File: src/rtl/mvm_result_serializer.sv
// Result serializer for the matrix-vector multiplier: waits out the pipeline
// latency in enabled cycles, snapshots the row results and streams them as bytes.

module mvm_row_sext #(
  parameter int W_Y   = 19,
  parameter int BYTES = 3
) (
  input  logic [W_Y-1:0]        y,
  output logic [BYTES-1:0][7:0] b
);
  localparam int PAD = BYTES*8 - W_Y;

  generate
    if (PAD > 0) begin : g_pad
      assign b = {{PAD{y[W_Y-1]}}, y};
    end else begin : g_nopad
      assign b = y;
    end
  endgenerate
endmodule

module mvm_result_serializer #(
  parameter int R       = 8,
  parameter int W_Y     = 19,
  parameter int LATENCY = 4
) (
  input  logic             clk,
  input  logic             rst,
  input  logic             cen,
  input  logic             start,
  input  logic [R*W_Y-1:0] yf,
  output logic [7:0]       m_data,
  output logic             m_valid,
  input  logic             m_ready,
  output logic             busy,
  output logic             drop
);
  localparam int BYTES = (W_Y + 7) / 8;
  localparam int NB    = R * BYTES;
  localparam int IW    = (NB > 1) ? $clog2(NB) : 1;
  localparam int CW    = $clog2(LATENCY + 1);

  typedef enum logic [1:0] {IDLE, WAIT, SEND} state_t;

  state_t                  state, state_n;
  logic [CW-1:0]           cnt, cnt_n;
  logic [IW-1:0]           idx, idx_n;
  logic [7:0]              data_n;
  logic                    valid_n, busy_n, drop_n, cap;
  logic [R-1:0][BYTES-1:0][7:0] sext;
  logic [NB-1:0][7:0]      sext_b, bytes_q;

  // Row r lands at byte indices r*BYTES.., LSB first, by packed layout.
  genvar r;
  generate
    for (r = 0; r < R; r++) begin : g_row
      mvm_row_sext #(.W_Y(W_Y), .BYTES(BYTES)) u_sext (
        .y(yf[r*W_Y +: W_Y]),
        .b(sext[r])
      );
    end
  endgenerate

  assign sext_b = sext;

  always_comb begin
    state_n = state;
    cnt_n   = cnt;
    idx_n   = idx;
    data_n  = m_data;
    valid_n = m_valid;
    cap     = 1'b0;
    drop_n  = start & cen & (state != IDLE);
    case (state)
      IDLE: if (start & cen) begin
        cnt_n   = CW'(1);
        state_n = WAIT;
      end
      WAIT: if (cnt == CW'(LATENCY)) begin
        // yf is valid now; capture regardless of cen at this edge
        cap     = 1'b1;
        state_n = SEND;
        idx_n   = '0;
        valid_n = 1'b1;
        data_n  = sext_b[0];
      end else if (cen) begin
        cnt_n = cnt + CW'(1);
      end
      SEND: if (m_ready) begin
        if (idx == IW'(NB-1)) begin
          state_n = IDLE;
          idx_n   = '0;
          cnt_n   = '0;
          valid_n = 1'b0;
          data_n  = 8'h00;
        end else begin
          idx_n  = idx + IW'(1);
          data_n = bytes_q[idx_n];
        end
      end
      default: state_n = IDLE;
    endcase
    busy_n = (state_n != IDLE);
  end

  always_ff @(posedge clk or posedge rst) begin
    if (rst) begin
      state   <= IDLE;
      cnt     <= '0;
      idx     <= '0;
      m_data  <= 8'h00;
      m_valid <= 1'b0;
      busy    <= 1'b0;
      drop    <= 1'b0;
    end else begin
      state   <= state_n;
      cnt     <= cnt_n;
      idx     <= idx_n;
      m_data  <= data_n;
      m_valid <= valid_n;
      busy    <= busy_n;
      drop    <= drop_n;
    end
  end

  always_ff @(posedge clk) begin
    if (cap) bytes_q <= sext_b;
  end
endmodule

File: config.mk
export PLATFORM = sky130hd
export DESIGN_NAME = mvm_result_serializer
export DESIGN_NICKNAME = d
export VERILOG_FILES = /design/src/rtl/mvm_result_serializer.sv
export SDC_FILE = /design/constraint.sdc
export NUM_CORES = 1
export LEC_CHECK = 0
export CAP_MARGIN = 20
export CELL_PAD_IN_SITES_DETAIL_PLACEMENT = 1
export CELL_PAD_IN_SITES_GLOBAL_PLACEMENT = 1
export CORE_AREA = 2 2 130 132
export DETAILED_ROUTE_END_ITERATION = 8
export DIE_AREA = 0 0 132 134
export PLACE_DENSITY = 0.8
export SKIP_CTS_REPAIR_TIMING = 1
export SYNTH_ARGS = -nofsm -noshare
export SYNTH_HDL_FRONTEND = slang
export SYNTH_SLANG_ARGS = --single-unit
File: constraint.sdc
create_clock -name clk -period 9.5 [get_ports clk]
set_clock_uncertainty 0.2 [all_clocks]
set_input_delay 2.375 -clock clk [delete_from_list [all_inputs] [get_ports clk]]
set_output_delay 2.375 -clock clk [all_outputs]
set_load 0.02 [all_outputs]
==> Word level (Yosys, flattened, before mapping) <==
Cells that the tools add are included.
{ "word_totals": {"regBits": 173, "out_inout_bits": 11} }
{ "op_classes": {"add_sub_neg": 2, "order_cmp": 1, "n_eq_ne": 10, "mux": 27, "n_bitwise": 2, "reduce_logical": 8} }
{ "ops": {"columns": ["operator", "count"], "rows": [
  ["$bmux 8 s5", 1],
  ["$mux 8", 4],
  ["$pmux 8 s2", 1],
  ["$mux 3", 5],
  ["$mux 5", 3],
  ["$ne 2x2->1 const B", 6],
  ["$pmux 5 s2", 1],
  ["$pmux 3 s3", 1],
  ["$mux 2", 4],
  ["$lt 5x6->1 const B", 1],
  ["$pmux 2 s3", 1],
  ["$reduce_and 6->1", 1],
  ["$reduce_bool 2->1", 3],
  ["$add 5x1->5 const B", 1],
  ["$eq 5x5->1 const B", 1],
  ["$mux 1", 5],
  ["$reduce_and 4->1", 1],
  ["$add 3x1->3 const B", 1],
  ["$eq 3x3->1 const B", 1],
  ["$reduce_and 3->1", 1],
  ["$reduce_bool 3->1", 1],
  ["$and 1x1->1", 2],
  ["$eq 2x1->1 const B", 1],
  ["$eq 2x2->1 const B", 1],
  ["other kinds (2)", 2]
]} }

==> Longest topological paths before layout <==
Gate-level depths: netlist of run 1.
{ "depth": {"ltp_word": 6, "depth_mapped": 9} }

==> Modules after synthesis <==
Synthesis of run 1 repeated with hierarchy kept, for this count alone.
{ "hier_totals": {"cells_unflattened": 647, "hier_area_um2": 10009.6} }
{ "by_module_without_submodules": {"columns": ["mod", "n_inst", "cells_each", "area_per_inst_um2", "seq_area_each_um2"], "rows": [
  ["mvm_result_serializer", 1, 455, 8568.2, 6291.0],
  ["mvm_row_sext", 8, 24, 180.2, 0.0]
]} }

==> Worst setup path before layout of run 1 <==
No wires, ideal clock.
{ "synth_timing": {"kind": "register to register", "from": "reg state[1]", "to": "reg bytes_q[0] (netlist name) (enable)", "setup_ps": 532, "arrival_time_ps": 4336, "required_ps": 8768, "path_slack_ps": 4432, "stages_incl_launch_ff": 5, "n_path_buf": 1, "synth_period_minus_slack_ps": 5068, "path_cell_list": "dfrtp_1 -> inv_1 -> ha_1 -> buf_6 -> and3_1"} }
{ "synth_between": {"elab_chain_len": 2} }
{ "synth_lines": {"columns": ["element", "line_no", "source"], "rows": [
  ["start: declaration", "45", "state_t state, state_n;"],
  ["start signal: assignment", "116", "state <= state_n;"],
  ["$eq 2x1->1", "74", "case (state)"],
  ["$mux 1", "74", null],
  ["named net cap", "49", "logic valid_n, busy_n, drop_n, cap;"],
  ["end signal: assignment", "127", "if (cap) bytes_q <= sext_b;"],
  ["end: declaration", "51", "logic [NB-1:0][7:0] sext_b, bytes_q;"]
]} }
The timed path passes the listed nets, and every way through them passes these cells.
A chain may end at the register's enable or synchronous reset.

==> Worst setup path after layout of run 1 <==
{ "layout_timing": {"from": "in m_ready", "to": "reg m_data[7]"} }
{ "layout_between": {"elab_chain_len": 2} }
{ "layout_lines": {"columns": ["element", "line_no", "source"], "rows": [
  ["start: declaration", "34", "input logic m_ready,"],
  ["$ne 2x2->1 (no source line)", null, null],
  ["$reduce_and 3->1 (no source line)", null, null],
  ["end signal: assignment", "119", "m_data <= data_n;"],
  ["end: declaration", "32", "output logic [7:0] m_data,"]
]} }
Every way passes these cells.

==> impl_results.md, run 1 <==
- WL met3: 1090 um
- Setup crit end kind: flop
- Min-Delay Path Class: flop to flop
- R2R Setup Slk: 6.22 ns
- CP Launch Type: primary input
- Netlist cell types: 39
- Worst path required time: 9.65 ns
- Cell count after synthesis: 377
- Post-detailed-route wirelength per cell: 22.8 um
- Crit path max-delay family: simple AND/OR/NAND/NOR gates
- Overall die height: 134 um
- Clock transition at path regs: 0.06 ns
- Vias in the first global route: 4,873
- Nets: 714
- # IOs: 168
- Top cells by count, synth: edfxtp_1, mux4_2, nand2_1
- Area contributors post-synth: edfxtp_1, mux4_2, dfrtp_1, mux4_1, mux2_2
- Lkg Pwr: 3.24 nW
- # H-tree levels: 4
- Critical path data arrival time: 4.20 ns
- CTS tree: built
- CTS buffer count: 17
- Worst Setup SP: m_ready
- Pre-Repair DR Iteration Count: 4
- Top_reg_cell synth: edfxtp_1
- Slew margin rel.: 36.9%
- Critical path type: primary input to flop
- Post-DP HPWL: 12,700 um
- Design area: 0.00974 sq mm
- Routed wire length: 17,800 um
- Synth async-reset ratio: 12.1%
- Total gr overflow: 0
- Clock Latency Late Sink: 0.43 ns
- Fill count: 1,446
- Layout Utilization: 59.8%
- DRT iter0 DRCs: 216
- Slew @ Worst Pin: 0.946 ns
- Status: completed
- Diodes inserted: 0
- Avg Inst Size Synth: 19.4 sq um
- Crit-path max FO: 6
- Share of the synthesized area in the top cell type: 62.3%
- Top Metal Used: met4
- Tcrit/Tclk final: 42.6%
- Crit-path slowest cell: nor3b_1
- DRC: 0
- Vias/cell: 5.42
- Routed vias: 4,245
- Wl on met1: 7040 um
- Root Buffer Master: clkbuf_16
- Worst reg2reg startpoint: idx[0]
- Reg-to-Reg End: m_data[7]
- Pin count of the biggest net entering global routing: 61
- Count of state elements after synthesis: 173
- Most frequent cell after synthesis: edfxtp_1
- Power density cells: 181 mW/mm^2
- Layout cell share with drive strength beyond 1: 16.3%
- # rows: 47
- Global-route wire length before repair: 27,800 um
- Clock Tree Buf Depth: 2
- GPL Wtd Cong: 0.855
- Post-route minimum period: 4.04 ns
- Critical-path cell list: clkdlybuf4s50_1 > nand4_1 > nor3b_1 > a222oi_1 > nand2_1
- Floorplan core area: 0.0163 sq mm
- Die width: 132 um
- Area grow syn2layout: 33.0%
- Antenna violations before repair: 0
- Met2 WL post-DR: 9410 um
- Stages on worst setup path: 5
- Post-synthesis sequential area ratio: 69.5%
- Die footprint: 0.0177 sq mm
- Sink Count: 173
- Number of setup violations in the final report: 0
- Post-DP Area: 0.00919 sq mm
- Final max-slew violation count: 0
- Final Non-Filler Cells: 783
- Initial core utilization: 45.0%
- Post-synthesis net count: 541
- RSZ-0062 raised after global routing: no
- Final Power: 1.76 mW
- CP max stage delay: 0.66 ns
- FF-to-FF path depth: 7
- Hold Vio Cnt, Final: 0
- Post-synth EDFFs: 152
- Remaining antenna violation count: 0
- TNS Setup: 0 ns
- GRT Util Overall: 21.2%
- Number of port buffers: 167
- Fmax: 0.247 GHz
- Cell taking the most area after synthesis: edfxtp_1
- WP buf/inv: 1
- Inst Count DP: 750
- Max-cap viol count: 0
- Peak supply drop: 0.125 mV
- Synth Warn #: 0
- Mapped Area: 0.00733 sq mm
- CP endpoint: m_data[7]
==> routing by layer <==
| metal | up-vias | GRT usage (%) |
|---|---|---|
| li1 | 1905 | - |
| met1 | 2178 | 24.7 |
| met2 | 134 | 37.6 |
| met3 | 28 | 6.76 |
| met4 | 0 | 6.34 |
| met5 | - | 0 |
==> tightest hold or removal path, delay by kind of cell, from the launching register on <==
kind	cells	cell delay [ns]
compound gates	1	0.10
simple gates	1	0.07
flops	1	0.35
==> where the power goes <==
part	total [mW]	switching, mW	internal (mW)
combinational	0.245	0.112	0.133
clock	0.649	0.290	0.359
sequential	0.869	0.0158	0.853
==> layout by cell type (no fill, tap or decap), drive strengths merged, types with 3 or more instances in the layout <==
| cell type | Yosys | final |
|---|---|---|
| a21oi | 4 | 4 |
| a222oi | 6 | 6 |
| a31oi | 3 | 3 |
| buf | 16 | 6 |
| clkbuf | 2 | 17 |
| clkdlybuf4s50 | 0 | 167 |
| clkinv | 0 | 8 |
| clkinvlp | 0 | 3 |
| dfrtp | 21 | 21 |
| edfxtp | 152 | 152 |
| ha | 7 | 7 |
| inv | 8 | 11 |
| mux2 | 13 | 13 |
| mux2i | 9 | 9 |
| mux4 | 49 | 49 |
| nand2 | 24 | 24 |
| nand3 | 5 | 5 |
| nand4b | 3 | 3 |
| nor2 | 9 | 9 |
| nor3 | 3 | 3 |
| nor3b | 6 | 6 |
| o211ai | 6 | 6 |
| o21ai | 10 | 10 |
| xor2 | 3 | 3 |
==> per-stage QoR <==
step / hold WS [ns] / setup WS [ns]
floorplan: 0.275 / 4.43
global placement: 0.297 / 5.12
detailed placement: 0.329 / 5.01
CTS: 0.344 / 5.45
global route: 0.370 / 5.30
finish: 0.344 / 5.46
==> registers in the layout (all words and copies together), names as in the netlist <==
name	count
state	2
bytes_q	152
m_data	8
cnt	3
m_valid	1
idx	5
busy	1
drop	1
==> layout make-up <==
type	count	area (sq um)	area share, %
flip-flops and latches	173	5090	52.2
multi-input cells	177	2080	21.4
repair buffers	173	1720	17.6
clock buffers	17	425	4.37
well taps	220	275	2.82
clock inverters	15	123	1.26
inverters	8	30.0	0.308
==> logic make-up after synthesis <==
| family | Yosys count | synth area share, % |
|---|---|---|
| AOI/OAI and AO/OA | 39 | 3.81 |
| xor gates and xnor gates | 3 | 0.359 |
| adders and majority gates | 7 | 1.20 |
| buffers and inverters | 27 | 2.48 |
| DFF | 173 | 69.5 |
| muxes | 71 | 18.8 |
| and+or+nand+nor | 57 | 3.86 |
==> worst min-delay path by stage <==
stage | from | to | depth (start not counted)
2_1_floorplan | cnt[1] | cnt[1] | 2
4_1_cts | m_data[2] | m_data[2] | 2
6_report | m_data[4] | m_data[4] | 2
5_1_grt | m_data[2] | m_data[2] | 2
3_3_place_gp | cnt[1] | cnt[1] | 2
3_5_place_dp | m_data[2] | m_data[2] | 2
No activity file was read; power rests on OpenSTA's default activity.
==> inputs of run 2 (changes only) <==
--- a/config.mk
+++ b/config.mk
@@ -8,10 +8,10 @@
 export CAP_MARGIN = 20
 export CELL_PAD_IN_SITES_DETAIL_PLACEMENT = 1
 export CELL_PAD_IN_SITES_GLOBAL_PLACEMENT = 1
-export CORE_AREA = 2 2 130 132
+export CORE_AREA = 2 2 136 138
 export DETAILED_ROUTE_END_ITERATION = 8
-export DIE_AREA = 0 0 132 134
-export PLACE_DENSITY = 0.8
+export DIE_AREA = 0 0 138 140
+export PLACE_DENSITY = 0.74
 export SKIP_CTS_REPAIR_TIMING = 1
 export SYNTH_ARGS = -nofsm -noshare
 export SYNTH_HDL_FRONTEND = slang
==> constraint.sdc (replaced) <==
create_clock -name clk -period 4.1 [get_ports clk]
set_clock_uncertainty 0.2 [all_clocks]
set_input_delay 1.025 -clock clk [delete_from_list [all_inputs] [get_ports clk]]
set_output_delay 1.025 -clock clk [all_outputs]
set_load 0.02 [all_outputs]
==> run 2 against run 1 <==
Compared with the run above:
- final cell count rose by 1.4%
- flip-flop and latch count did not move
- die area rose by 9.2%
- worst setup slack got worse by 4.5 ns
- largest power group unchanged
==> impl_results.md, run 2 (same netlist as run 1, synthesis figures left out) <==
- Peak supply drop: 0.303 mV (was 0.125 mV)
- Routed wire length: 18,200 um (was 17,800 um)
- Power density cells: 424 mW/mm^2 (was 181 mW/mm^2)
- Remaining antenna violation count: 0 (unchanged)
- Die width: 138 um (was 132 um)
- FF-to-FF path depth: 6 (was 7)
- CTS tree: built (unchanged)
- Number of port buffers: 167 (unchanged)
- Clock Latency Late Sink: 0.44 ns (was 0.43 ns)
- Overall die height: 140 um (was 134 um)
- Number of setup violations in the final report: 0 (unchanged)
- Nets: 716 (was 714)
- Most frequent cells in the layout: clkdlybuf4s50_1, edfxtp_1, mux4_2 (unchanged)
- Post-DP Area: 0.00923 sq mm (was 0.00919 sq mm)
- TNS Setup: 0 ns (unchanged)
- Lkg Pwr: 3.27 nW (was 3.24 nW)
- DRC: 0 (unchanged)
- Antenna violations before repair: 0 (unchanged)
- Tcrit/Tclk final: 76.6%
- Global-route wire length before repair: 28,400 um (was 27,800 um)
- DRT iter0 DRCs: 341 (was 216)
- Most common cell after layout, fill and taps aside: clkdlybuf4s50_1 (unchanged)
- Top reg by flops: bytes_q (unchanged)
- Slew margin rel.: 43.1% (was 36.9%)
- Worst path required time: 4.21 ns (was 9.65 ns)
- # IOs: 168 (unchanged)
- Min-Delay Path Class: flop to flop (unchanged)
- Reg-to-Reg End: m_data[6] (was m_data[7])
- # rows: 49 (was 47)
- Pre-Repair DR Iteration Count: 5 (was 4)
- Layout cell share with drive strength beyond 1: 17.2% (was 16.3%)
- Design area: 0.00981 sq mm (was 0.00974 sq mm)
- Final max-slew violation count: 0 (unchanged)
- Clock transition at path regs: 0.07 ns (was 0.06 ns)
- R2R Setup Slk: 0.96 ns (was 6.22 ns)
- Status: completed (unchanged)
- Setup crit end kind: flop (unchanged)
- Worst reg2reg startpoint: idx[0] (unchanged)
- Post-detailed-route wirelength per cell: 22.9 um (was 22.8 um)
- Place WS: 0.898 ns (was 5.01 ns)
- Crit-path max FO: 22 (was 6)
- Vias/cell: 5.35 (was 5.42)
- Die footprint: 0.0193 sq mm (was 0.0177 sq mm)
- # H-tree levels: 4 (unchanged)
- Floorplan core area: 0.0178 sq mm (was 0.0163 sq mm)
- Vias in the first global route: 4,773 (was 4,873)
- Clock Tree Buf Depth: 2 (unchanged)
- Pin count of the biggest net entering global routing: 99 (was 61)
- CTS buffer count: 17 (unchanged)
- Post-DP HPWL: 13,100 um (was 12,700 um)
- Routed vias: 4,249 (was 4,245)
- Fmax: 0.318 GHz
- RSZ-0062 raised after global routing: no (unchanged)
- Slew @ Worst Pin: 0.853 ns (was 0.946 ns)
- Final Worst Setup Slack: 0.958 ns (was 5.46 ns)
- Final Non-Filler Cells: 794 (was 783)
- Inst Count DP: 761 (was 750)
- Post-route minimum period: 3.14 ns
- Max-cap viol count: 0 (unchanged)
- CP Launch Type: flop (was primary input)
- Root Buffer Master: clkbuf_16 (unchanged)
- Sink Count: 173 (unchanged)
- Critical path data arrival time: 3.25 ns (was 4.20 ns)
- Total gr overflow: 0 (unchanged)
- Hold depth: 2 (unchanged)
- Hold Vio Cnt, Final: 0 (unchanged)
- Area grow syn2layout: 33.9% (was 33.0%)
- Initial core utilization: 41.2% (was 45.0%)
- Hold path start: cnt[1] (was m_data[4])
- GPL Wtd Cong: 0.786 (was 0.855)
- Critical path type: flop to flop (was primary input to flop)
- Top flop regs: bytes_q: 152 flops, m_data: 8 flops, idx: 5 flops (unchanged)
- GRT Util Overall: 19.7% (was 21.2%)
- Max reg flops: 152 (unchanged)
- Diodes inserted: 0 (unchanged)
- Worst Hold End: cnt[1] (was m_data[4])
[run 2: changes by cell type in the layout (fill, tap and decap cells not counted)]
| cell | delta |
|---|---|
| clkinvlp_4 | -2 |
| clkinv_1 | -3 |
| clkinv_8 | +2 |
| inv_6 | +3 |
| buf_4 | +1 |
| clkinv_2 | -2 |
| inv_8 | +3 |
| buf_12 | +1 |
| dfrtp_2 | -1 |
| dfrtp_4 | +1 |
| bufinv_16 | -1 |
[run 2: how the worst max path moves through the flow]
stage / startpoint / endpoint / slack, ns / depth (start not counted)
2_1_floorplan: state[1] / busy / 0.75 / 7
5_1_grt: idx[0] / m_data[4] / 0.76 / 6
3_5_place_dp: idx[0] / m_data[7] / 0.90 / 6
3_3_place_gp: idx[0] / m_data[6] / 1.00 / 6
6_report: idx[0] / m_data[6] / 0.96 / 6
4_1_cts: idx[0] / m_data[6] / 0.90 / 6
[run 2: routing by layer]
metal	vias to the layer above	global-route usage [%]	wire length, um
met5	-	0	0
met4	0	6.50	321
met3	21	4.89	936
met2	159	31.9	9230
met1	2158	26.5	7730
li1	1911	-	-
[run 2: power breakdown]
part	total, mW	switching [mW]	internal [mW]
registers	2.02	0.0406	1.98
logic	0.568	0.257	0.310
clock network	1.57	0.764	0.810
[run 2: final cells by class]
cell class,instances,area (sq um)
fill,1641,7970
sequential,173,5090
multi-input combinational,177,2080
timing repair buffer,175,1740
clock buffer,17,425
tap,229,287
clock inverter,15,149
inverter,8,30.0
[run 2: through the flow]
stage          hold WS (ns)  util [%]  total power, mW
2_1_floorplan         0.275         -             2.34
3_3_place_gp          0.293      51.9             2.59
3_5_place_dp          0.311      51.9             2.62
4_1_cts               0.327      55.1             4.20
5_1_grt               0.367      55.2             4.33
6_report              0.326      55.2             4.16
[run 2: critical path, cell delays in order (launching register included)]
cell and delay (ns):
dfrtp_4 0.58, ha_2 0.75, buf_4 0.42, mux4_2 0.55, mux2_2 0.27, o211ai_1 0.17, nand2_1 0.08
